`src/rtl/qdiv_pkg.sv`:
```
// qdiv_pkg: shared types for the sign-magnitude fixed-point divider.
// Contents:
//   state_e - sequencing states of the divider (IDLE / LOAD / RUN)
package qdiv_pkg;

  typedef enum logic [1:0] {
    ST_IDLE = 2'd0,
    ST_LOAD = 2'd1,
    ST_RUN  = 2'd2
  } state_e;

endpackage

```
`src/rtl/qdiv_if.sv`:
```
// qdiv_if: operand/result bundle of the divider.
// Signals:
//   dividend, divisor [N-1:0] - sign-magnitude operands (master -> slave)
//   start                     - level-sensitive load/restart (master -> slave)
//   quotient [N-1:0]          - registered sign-magnitude result (slave -> master)
//   complete                  - quotient holds the last finished result
//   overflow                  - result saturated or divisor was zero
interface qdiv_if #(
  parameter int N = 32
);
  logic [N-1:0] dividend;
  logic [N-1:0] divisor;
  logic         start;
  logic [N-1:0] quotient;
  logic         complete;
  logic         overflow;

  modport master (
    output dividend, divisor, start,
    input  quotient, complete, overflow
  );

  modport slave (
    input  dividend, divisor, start,
    output quotient, complete, overflow
  );
endinterface

```
`src/rtl/qdiv_step.sv`:
```
// qdiv_step: one combinational restoring-division step.
// Ports:
//   i_rem   [N-2:0] - current remainder (always below the divisor magnitude)
//   i_bit           - next working-dividend bit, MSB first
//   i_div   [N-2:0] - divisor magnitude
//   o_rem   [N-2:0] - remainder after this step
//   o_qbit          - quotient bit produced by this step
module qdiv_step #(
  parameter int N = 32
) (
  input  logic [N-2:0] i_rem,
  input  logic         i_bit,
  input  logic [N-2:0] i_div,
  output logic [N-2:0] o_rem,
  output logic         o_qbit
);

  logic [N-1:0] w_shift;
  logic [N-2:0] w_diff;

  // The shifted remainder needs one extra bit; after a successful subtract
  // the result is below the divisor again, so N-1 bits of difference suffice.
  assign w_shift = {i_rem, i_bit};
  assign w_diff  = w_shift[N-2:0] - i_div;
  assign o_qbit  = (w_shift >= {1'b0, i_div});
  assign o_rem   = o_qbit ? w_diff : w_shift[N-2:0];

endmodule

```
`src/rtl/qdiv.sv`:
```
// qdiv: sequential sign-magnitude Q-format divider, one quotient bit per clock.
// Ports:
//   clk  - rising-edge clock
//   rst  - synchronous active-high reset, highest priority
//   bus  - qdiv_if slave: dividend, divisor, start in; quotient, complete,
//          overflow out (all outputs registered)
// A division takes N+Q-1 clocks with start low after the load; holding start
// high keeps reloading, and start mid-operation restarts with new operands.
module qdiv
  import qdiv_pkg::*;
#(
  parameter int Q = 15,
  parameter int N = 32
) (
  input  logic      clk,
  input  logic      rst,
  qdiv_if.slave     bus
);

  localparam int W  = N - 1 + Q;       // working dividend / raw quotient width
  localparam int CW = $clog2(N + Q);   // iteration counter width

  state_e          r_state;
  logic [CW-1:0]   r_cnt;
  logic [W-1:0]    r_dvd;              // working dividend, consumed MSB first
  logic [N-2:0]    r_rem;
  logic [W-1:0]    r_quo;              // raw quotient being built
  logic [N-2:0]    r_dsr;
  logic            r_sign;
  logic            r_dsr_zero;
  logic [N-1:0]    r_quotient;
  logic            r_complete;
  logic            r_overflow;

  logic [N-2:0]    w_rem_nxt;
  logic            w_qbit;
  logic [W-1:0]    w_quo_full;
  logic            w_ovf;
  logic [N-2:0]    w_mag;
  logic [N-1:0]    w_result;

  qdiv_step #(.N(N)) u_step (
    .i_rem  (r_rem),
    .i_bit  (r_dvd[W-1]),
    .i_div  (r_dsr),
    .o_rem  (w_rem_nxt),
    .o_qbit (w_qbit)
  );

  assign w_quo_full = {r_quo[W-2:0], w_qbit};

  // Result formatting, evaluated on the final iteration. A zero divisor makes
  // every step produce a 1 anyway; the explicit flag keeps it an overflow even
  // when Q=0 and the raw quotient would fit.
  // NOTE: every output of a combinational block gets a default first so no
  // path through it can leave a value unassigned and infer a latch.
  always_comb begin
    w_ovf    = r_dsr_zero;
    w_mag    = w_quo_full[N-2:0];
    w_result = '0;
    if (|w_quo_full[W-1:N-1]) w_ovf = 1'b1;
    if (w_ovf) w_mag = '1;
    // No negative zero: the sign only survives a non-zero magnitude.
    w_result = {r_sign & (|w_mag), w_mag};
  end

  // NOTE: state registers use non-blocking assignments so every flop samples
  // the pre-edge values, independent of statement order.
  always_ff @(posedge clk) begin
    if (rst) begin
      r_state    <= ST_IDLE;
      r_cnt      <= '0;
      r_dvd      <= '0;
      r_rem      <= '0;
      r_quo      <= '0;
      r_dsr      <= '0;
      r_sign     <= 1'b0;
      r_dsr_zero <= 1'b0;
      r_quotient <= '0;
      r_complete <= 1'b0;
      r_overflow <= 1'b0;
    end else if (bus.start) begin
      // quotient deliberately keeps the previous result while loading.
      r_state    <= ST_LOAD;
      r_cnt      <= CW'(W);
      r_dvd      <= W'(bus.dividend[N-2:0]) << Q;
      r_rem      <= '0;
      r_quo      <= '0;
      r_dsr      <= bus.divisor[N-2:0];
      r_sign     <= bus.dividend[N-1] ^ bus.divisor[N-1];
      r_dsr_zero <= (bus.divisor[N-2:0] == '0);
      r_complete <= 1'b0;
      r_overflow <= 1'b0;
    end else begin
      case (r_state)
        ST_LOAD, ST_RUN: begin
          r_rem <= w_rem_nxt;
          r_dvd <= r_dvd << 1;
          r_quo <= w_quo_full;
          r_cnt <= r_cnt - 1'b1;
          if (r_cnt == CW'(1)) begin
            r_quotient <= w_result;
            r_overflow <= w_ovf;
            r_complete <= 1'b1;
            r_state    <= ST_IDLE;
          end else begin
            r_state    <= ST_RUN;
          end
        end
        default: ;  // IDLE: results hold until start or rst
      endcase
    end
  end

  assign bus.quotient = r_quotient;
  assign bus.complete = r_complete;
  assign bus.overflow = r_overflow;

endmodule

```
`src/flat_wrapper.sv`:
```
// flat-port wrapper written by rule: the top's interface ports become plain ports
module qdiv_flat import qdiv_pkg::*;
#(
  parameter int Q = 15,
  parameter int N = 32
)
  (clk, rst, bus_dividend, bus_divisor, bus_start, bus_quotient, bus_complete, bus_overflow);
  qdiv_if #(.N(N)) bus_i ();
  input  logic clk;
  input  logic rst;
  input wire logic [$bits(bus_i.dividend)-1:0] bus_dividend;
  input wire logic [$bits(bus_i.divisor)-1:0] bus_divisor;
  input wire logic [$bits(bus_i.start)-1:0] bus_start;
  output wire logic [$bits(bus_i.quotient)-1:0] bus_quotient;
  output wire logic [$bits(bus_i.complete)-1:0] bus_complete;
  output wire logic [$bits(bus_i.overflow)-1:0] bus_overflow;
  assign bus_i.dividend = bus_dividend;
  assign bus_i.divisor = bus_divisor;
  assign bus_i.start = bus_start;
  assign bus_quotient = bus_i.quotient;
  assign bus_complete = bus_i.complete;
  assign bus_overflow = bus_i.overflow;
  qdiv #(.Q(Q), .N(N)) u_core (.clk(clk), .rst(rst), .bus(bus_i));
endmodule
```
`config.mk`:
```
export PLATFORM = sky130hd
export DESIGN_NAME = qdiv_flat
export DESIGN_NICKNAME = d
export VERILOG_FILES = /design/src/rtl/qdiv_pkg.sv /design/src/rtl/qdiv_if.sv /design/src/rtl/qdiv_step.sv /design/src/rtl/qdiv.sv /design/src/flat_wrapper.sv
export SDC_FILE = /design/constraint.sdc
export NUM_CORES = 1
export LEC_CHECK = 0
export CORE_ASPECT_RATIO = 1.25
export CORE_MARGIN = 10
export CORE_UTILIZATION = 55
export CTS_CLUSTER_DIAMETER = 40
export DETAILED_ROUTE_END_ITERATION = 8
export HOLD_SLACK_MARGIN = 0.02
export PLACE_DENSITY = 0.77
export RECOVER_POWER = 50
export SYNTH_ARGS = -nofsm -noshare
export SYNTH_HDL_FRONTEND = slang
export SYNTH_SLANG_ARGS = --single-unit
```
`constraint.sdc`:
```
create_clock -name clk -period 6 [get_ports clk]
set_input_delay 1.8 -clock clk [delete_from_list [all_inputs] [get_ports clk]]
set_output_delay 1.8 -clock clk [all_outputs]
set_load 0.05 [all_outputs]
```
* Yosys cells after proc, flatten, opt, wreduce, memory -nomap -nowiden
Cells that the tools add are included.
** Word-level totals
- Flip-flop bits (word level) :: 182
- Bits of input ports :: 67
** Cells by class
- Add/sub/neg operators :: 2
- Eq/ne operators :: 3
- Bitwise gates (word level) :: 3
- Reduce and logical (&&, ||, !) cells :: 8
- Muxes and demuxes :: 10
- Order comparisons :: 1
** Operators with widths (count)
- $mux 46 :: 2
- $mux 31 :: 2
- $ge 32x31->1 :: 1
- $logic_not 31->1 :: 1
- $reduce_or 31->1 :: 1
- $sub 31x31->31 :: 1
- $reduce_or 15->1 :: 1
- $mux 6 :: 2
- $eq 6x1->1 const B :: 1
- $sub 6x1->6 const B :: 1
- $reduce_or 2->1 :: 2
- $mux 1 :: 3
- $reduce_and 3->1 :: 1
- $eq 2x1->1 const B :: 1
- $eq 2x2->1 const B :: 1
- $mux 2 :: 1
- $reduce_and 2->1 :: 1
- $reduce_bool 2->1 :: 1
- $and 1x1->1 :: 1
- $not 1->1 :: 1
- $xor 1x1->1 :: 1

* Logic depth before layout (Yosys ltp)
Gate-level depths: netlist of run 1.
- Depth after elaboration :: 5
- Gate-level depth with buffers :: 14
- Gate-level depth less buffers :: 12

* Cells and area by module
From an unflattened synthesis of run 1, not the netlist that was laid out.
** Second synthesis, totals
- Cell total of the unflattened synthesis :: 1135
- Area total of the unflattened synthesis :: 9243.9 µm²
** By module, submodules not included
- qdiv :: seq. area each 3643.5 µm², times used 1, area an instance 6993.0 µm², cells an instance 826
- qdiv_step :: seq. area each 0.0 µm², times used 1, area an instance 2250.9 µm², cells an instance 309

* Worst setup path before layout of run 1
Ideal clock, no wire load.
- Path type :: input-to-reg
- From :: in bus_start
- To :: reg u_core.r_dsr[10]
- Library setup time :: 0.128 ns
- Data required time :: 5.872 ns
- Path buffers :: 2
- Setup slack :: 3.092 ns
- Arrival time :: 2.781 ns
- Stages :: 4
- Cells stage by stage :: clkbuf_1 > clkbuf_1 > mux2i_1 > nor2_1
** RTL lines
- start, declared :: line flat_wrapper.sv:13 : input wire logic [$bits(bus_i.start)-1:0] bus_start;
- end signal, assigned :: line qdiv.sv:89 : r_dsr <= bus.divisor[N-2:0];
- end, declared :: line qdiv.sv:28 : logic [N-2:0] r_dsr;

* Worst setup path in the final report of run 1
- From :: in rst
- To :: reg u_core.r_quotient[8], in the netlist u_core.bus.quotient[8]
** RTL lines
- start, declared :: line flat_wrapper.sv:10 : input logic rst;
- end signal, assigned :: line qdiv.sv:102 : r_quotient <= w_result;
- end, declared :: line qdiv.sv:31 : logic [N-1:0] r_quotient;
No word-level cell between the ends.

==> qor.yml, run 1 <==
clock_network:
  clk_latency_ns: 0.43
  cts_setup_buffers: 0
  cts_buffers: 17
  cts_resized: 0
  cts_hold_buf: 0
  clk_path_buf_depth: 2
  cts_tree: "built"
  h-tree-depth: 4
  cts_sinks: 182
  path_clk_slew_ns: 0.07
  cts_root_buf: "clkbuf_16"
yosys:
  synth-edff-count: 0
  synth_warnings: 0
  syn_inst: 1181
  yosysTopAreaCell: "dfxtp_1"
  synth_most_common_cell: "nand2_1"
  postSynthNetCount: 1282
  synth_top_flop_cell: "dfxtp_1"
  synth_common_cells: "nand2_1 (223), dfxtp_1 (182), a21oi_1 (154)"
  async_flop_share_pct: 0
  synth_seq_cells: 182
  synth.distinct_cells: 66
  ys_seq_area_share_pct: 40.6
  synthTopCellsByArea: "dfxtp_1 (41%), nand2_1 (9.3%), a21oi_1 (8.6%)"
  synth.top_cell.area_share_pct: 40.6
  netlist_area_mm2: 0.00898
  avgSynthCellArea_um2: 7.61
setup_path:
  timing.critical_path.from: "rst"
  required_ns: 6.19
  path_depth: 3
  worstPathCellList: "clkbuf_2 -> clkbuf_1 -> nor3_1"
  reg2reg_to: "u_core.bus.quotient[31]"
  rrSetupSlack_ns: 2.41
  critical_path.max_stage_delay_ns: 1.99
  crit_end: "u_core.bus.quotient[8]"
  reg2reg_from: "u_core.r_dvd[45]"
  arrival_ns: 4.76
  startpoint_type: "primary input"
  end_kind: "flip-flop"
  critPathMaxFanout: 60
  crit_family: "buffers and inverters"
  worst-path-buf-inv: 2
  setup.worst_path.class: "in2reg"
  slowest_stage: "clkbuf_1"
  r2r_cells: 12
sta:
  setup_slack_ns: 1.43
  worst_pin_slew_ns: 2.73
  finClkSkew_ns: 0.00661
  hold_viol: 0
  rsz0062_at_grt: "no"
  drv_slew: 61
  fmax_mhz: 219
  fin_crit_sh_pct: 76.1
  slew_headroom_pct: -81.9
  tns_ns: 0
  final-setup-viol-count: 0
  hold_slack_ns: 0.455
  period_needed_ns: 4.57
floorplan:
  fp.dieArea_mm2: 0.0219
  num_rows: 52
  core_mm2: 0.0161
  io_pins: 101
  dieHeight_um: 163
  fp.dieW_um: 134
  initial_core_util_pct: 55.7
layout:
  layout.cells.non_filler: 1458
  synthToLayoutAreaGrowth_pct: 17.8
  drive_above_1_share_pct: 4.59
  fill_cells: 1466
  nets: 1330
  n_antenna_cell: 0
power:
  power_density_mw_per_mm2: 278
  leakage_nw: 3.99
  ir_worst_vdd_mv: 0.183
grt:
  grt_pass1_vias: 7533
  antenna_found_initial: 0
  grt.total_usage_pct: 19.8
  grt_pass1_wl_um: 36200
  grt.overflow.total: 0
  grt_start_max_net_pins: 104
placed_design:
  dp_cells: 1426
  dp_hpwl_um: 14900
  dp_slack_ns: 2.06
  port_buffers: 100
  gp_congestion: 0.888
job:
  maxCapViolCount: 1
route:
  drt_wl_total_um: 21700
  vias: 8068
  firstDrtPassIters: 5
  post-route-drc-count: 0
  routedWlPerCell_um: 14.9
  viasPerCell: 5.53
  ant_nets: 0
  dr.first_iter.drc_count: 623
hold_path:
  whs_path_depth: 2
  hp-class: "reg2reg"
run_status:
  violations: "max-capacitance violations, max-slew violations"
  outcome: "complete, but fails checks"
-- routing by layer --
| layer | global-route usage, % | vias to the layer above | part of all wire [%] |
|---|---|---|---|
| met2 | 33.5 | 183 | 49 |
| met5 | 0 | - | 0 |
| li1 | - | 4149 | - |
| met1 | 24.5 | 3706 | 45 |
| met3 | 3.73 | 30 | 4.3 |
| met4 | 6.89 | 0 | 1.9 |
-- worst min-delay path, cell delays in order, from the launching register on --
cell and delay, ns:
dfxtp_1 0.31, nand2_1 0.05, a21oi_1 0.05
-- through the flow --
stage / area (um^2) / power, mW / utilization (%)
4_1_cts: 10600 / 2.95 / 65.6
2_1_floorplan: 8980 / 1.68 / -
3_5_place_dp: 9980 / 1.81 / 61.9
5_1_grt: 10600 / 3.07 / 65.6
6_report: 10600 / 2.94 / 65.6
3_3_place_gp: 9980 / 1.80 / 61.9
-- how the worst min path moves through the flow --
stage	from	endpoint	slack [ns]
floorplan	u_core.r_dsr_zero	u_core.r_dsr_zero	0.42
global placement	u_core.bus.quotient[31]	u_core.bus.quotient[31]	0.44
detailed placement	u_core.bus.quotient[31]	u_core.bus.quotient[31]	0.45
CTS	u_core.bus.quotient[31]	u_core.bus.quotient[31]	0.46
global route	u_core.r_quo[44]	u_core.r_quo[44]	0.49
finish	u_core.bus.quotient[31]	u_core.bus.quotient[31]	0.45
-- cell families (layout without fill, tap and decap cells) --
family	Yosys count	after routing	synth area share, %
AO/OA/AOI/OAI	262	262	17.2
XOR/XNOR	29	29	2.83
adder cells (fa/ha/maj)	34	34	4.82
buffers and inverters	124	185	5.95
flip-flops	182	182	40.6
multiplexers	37	37	4.19
AND/OR/NAND/NOR	513	513	24.4
-- final cells by class --
type	instances	area, um^2	area share (%)
clock buffer	19	433	4.09
clock inverter	13	171	1.62
inverter	44	165	1.56
multi-input combinational	875	4840	45.8
sequential	182	3640	34.4
tap	216	270	2.55
timing repair buffer	109	1060	9.99
-- flip-flops by register name, indices dropped and copies added, names as in the netlist --
signal	count
u_core.r_sign	1
u_core.bus.quotient	32
u_core.r_dsr	31
u_core.r_state	2
u_core.r_quo	45
u_core.bus.overflow	1
u_core.r_cnt	6
u_core.r_rem	31
u_core.r_dvd	31
u_core.r_dsr_zero	1
u_core.bus.complete	1
-- report_power, final --
group	internal [mW]	switching [mW]
clock	0.663	0.490
combinational	0.210	0.303
sequential	1.25	0.0259
-- placed cells by master, fill, tap and decap left out, types with 5 or more instances in the layout --
cell type | Yosys | final
a211oi_1 | 5 | 5
a21o_1 | 13 | 13
a21oi_1 | 154 | 153
a311oi_1 | 11 | 11
a31oi_1 | 7 | 7
buf_4 | 2 | 9
clkbuf_16 | 0 | 17
clkdlybuf4s50_1 | 0 | 85
dfxtp_1 | 182 | 182
dlygate4sd3_1 | 0 | 13
ha_1 | 33 | 33
inv_1 | 44 | 44
mux2i_1 | 35 | 35
nand2_1 | 223 | 223
nand3_1 | 18 | 18
nand4_1 | 9 | 9
nor2_1 | 144 | 144
nor3_1 | 74 | 74
nor4_1 | 21 | 20
o211ai_1 | 6 | 6
o21ai_0 | 29 | 29
xnor2_1 | 22 | 21
xor2_1 | 7 | 6
(Power assumes the default switching activity.)
==> run 2: changes to the inputs <==
- CORE_UTILIZATION: 55 -> 51
- PLACE_DENSITY: 0.77 -> 0.75
- clock period: 6 -> 3.81 ns (I/O delays scaled with it)
==> qor.yml, run 2 (synthesis gave the netlist of run 1 again) <==
grt:
  grt_start_max_net_pins: 104  # unchanged
  grt.total_usage_pct: 18.7  # was 19.8%
  grt_pass1_vias: 7790  # was 7533
  grt_pass1_wl_um: 37600  # was 36200 um
  grt.overflow.total: 0  # unchanged
  antenna_found_initial: 0  # unchanged
setup_path:
  r2r_cells: 12  # unchanged
  reg2reg_from: "u_core.r_dsr[2]"  # was u_core.r_dvd[45]
  setup.worst_path.class: "in2reg"  # unchanged
  arrival_ns: 3.56  # was 4.76 ns
  startpoint_type: "primary input"  # unchanged
  end_kind: "flip-flop"  # unchanged
  critPathMaxFanout: 26  # was 60
  rrSetupSlack_ns: 0.65  # was 2.41 ns
  required_ns: 4.07  # was 6.19 ns
  reg2reg_to: "u_core.r_rem[23]"  # was u_core.bus.quotient[31]
hold_path:
  whs_path_depth: 2  # unchanged
  holdPathEnd: "u_core.r_quo[44]"  # was u_core.bus.quotient[31]
  hp-class: "reg2reg"  # unchanged
  worstHoldStart: "u_core.r_quo[44]"  # was u_core.bus.quotient[31]
run_status:
  outcome: "complete, but fails checks"  # unchanged
  violations: "max-capacitance violations, max-slew violations"  # unchanged
placed_design:
  dp_hpwl_um: 15600  # was 14900 um
  dpl_cell_area_mm2: 0.0101  # was 0.00998 mm^2
  port_buffers: 100  # unchanged
  gp_congestion: 0.875  # was 0.888
  dp_cells: 1445  # was 1426
  dp_slack_ns: 0.175  # was 2.06 ns
clock_network:
  path_clk_slew_ns: 0.07  # about the same
  cts_resized: 0  # unchanged
  h-tree-depth: 4  # unchanged
  cts_sinks: 182  # unchanged
  cts_tree: "built"  # unchanged
  clk_latency_ns: 0.44  # was 0.43 ns
  cts_setup_buffers: 0  # unchanged
  cts_root_buf: "clkbuf_16"  # unchanged
  cts_hold_buf: 0  # unchanged
  cts_buffers: 17  # unchanged
  clk_path_buf_depth: 2  # unchanged
route:
  firstDrtPassIters: 6  # was 5
  vias: 8272  # was 8068
  routedWlPerCell_um: 15.0  # was 14.9 um
  viasPerCell: 5.60  # was 5.53
  post-route-drc-count: 0  # unchanged
  drt_wl_total_um: 22100  # was 21700 um
  ant_nets: 0  # unchanged
  dr.first_iter.drc_count: 553  # was 623
sta:
  worst_pin_slew_ns: 1.83  # was 2.73 ns
  drv_slew: 111  # was 61
  setup_slack_ns: 0.511  # was 1.43 ns
  tns_ns: 0  # unchanged
  rsz0062_at_grt: "no"  # unchanged
  period_needed_ns: 3.30
  final-setup-viol-count: 0  # unchanged
  slew_headroom_pct: -21.7  # was -81.9%
  hold_viol: 0  # unchanged
  fin_crit_sh_pct: 86.6
  finClkSkew_ns: 0.0124  # was 0.00661 ns
  fmax_mhz: 303
layout:
  drive_above_1_share_pct: 5.43  # was 4.59%
  layout_common_cells: "nand2_1 (223), dfxtp_1 (182), a21oi_1 (153)"  # unchanged
  stdcell_area_mm2: 0.0107  # was 0.0106 mm^2
  synthToLayoutAreaGrowth_pct: 18.7  # was 17.8%
  n_antenna_cell: 0  # unchanged
  utilization_pct: 61.4  # was 65.6%
  layout.cells.non_filler: 1477  # was 1458
  fill_cells: 1560  # was 1466
  top_register: "u_core.r_quo"  # unchanged
  largest_register_ffs: 45  # unchanged
  nets: 1341  # was 1330
  layout_commonest_cell: "nand2_1"  # unchanged
floorplan:
  dieHeight_um: 168  # was 163 um
  num_rows: 54  # was 52
  io_pins: 101  # unchanged
  fp.dieArea_mm2: 0.0234  # was 0.0219 mm^2
  core_mm2: 0.0174  # was 0.0161 mm^2
  initial_core_util_pct: 51.7  # was 55.7%
  fp.dieW_um: 139  # was 134 um
job:
  maxCapViolCount: 2  # was 1
power:
  power_density_mw_per_mm2: 431  # was 278 mW/mm^2
  leakage_nw: 3.98  # was 3.99 nW
  ir_worst_vdd_mv: 0.297  # was 0.183 mV
run 2: cell type report:
class	instances	area [um^2]	area share, %
sequential	182	3640	34.2
timing repair buffer	120	1130	10.6
clock inverter	15	181	1.70
multi-input combinational	875	4840	45.4
clock buffer	17	425	3.99
tap	224	280	2.63
inverter	44	165	1.55
run 2: worst max path at each step:
stage	from	cells after the start	to
final	bus_start	4	u_core.r_rem[12]
after floorplan	u_core.r_dvd[45]	13	u_core.r_rem[16]
after global routing	bus_start	4	u_core.r_rem[12]
after global placement	bus_divisor[27]	6	u_core.r_dsr_zero
after CTS	u_core.r_dvd[45]	13	u_core.r_rem[23]
after detailed placement	bus_divisor[27]	6	u_core.r_dsr_zero
run 2: critical path: stages:
cell and delay [ns]:
clkbuf_2 0.48, or2_0 1.22, clkbuf_2 0.59, a311oi_1 0.10
run 2: report_power, final:
part	leakage [nW]	internal, mW	switching (mW)
clock	0.285	0.939	0.834
combinational	2.22	0.343	0.479
sequential	1.48	1.96	0.0403
run 2: per-stage QoR:
| step | power, mW | hold WS [ns] |
|---|---|---|
| final | 4.60 | 0.465 |
| after detailed placement | 2.86 | 0.453 |
| after floorplan | 2.65 | 0.417 |
| after global routing | 4.81 | 0.482 |
| after global placement | 2.86 | 0.439 |
| after CTS | 4.64 | 0.464 |
run 2: routing by layer:
layer	part of all wire (%)	GRT usage [%]	vias to the layer above
met5	0	0	-
met4	2.8	7.50	0
met3	5.0	3.63	43
met2	48	31.4	221
met1	44	23.0	3833
li1	-	-	4175
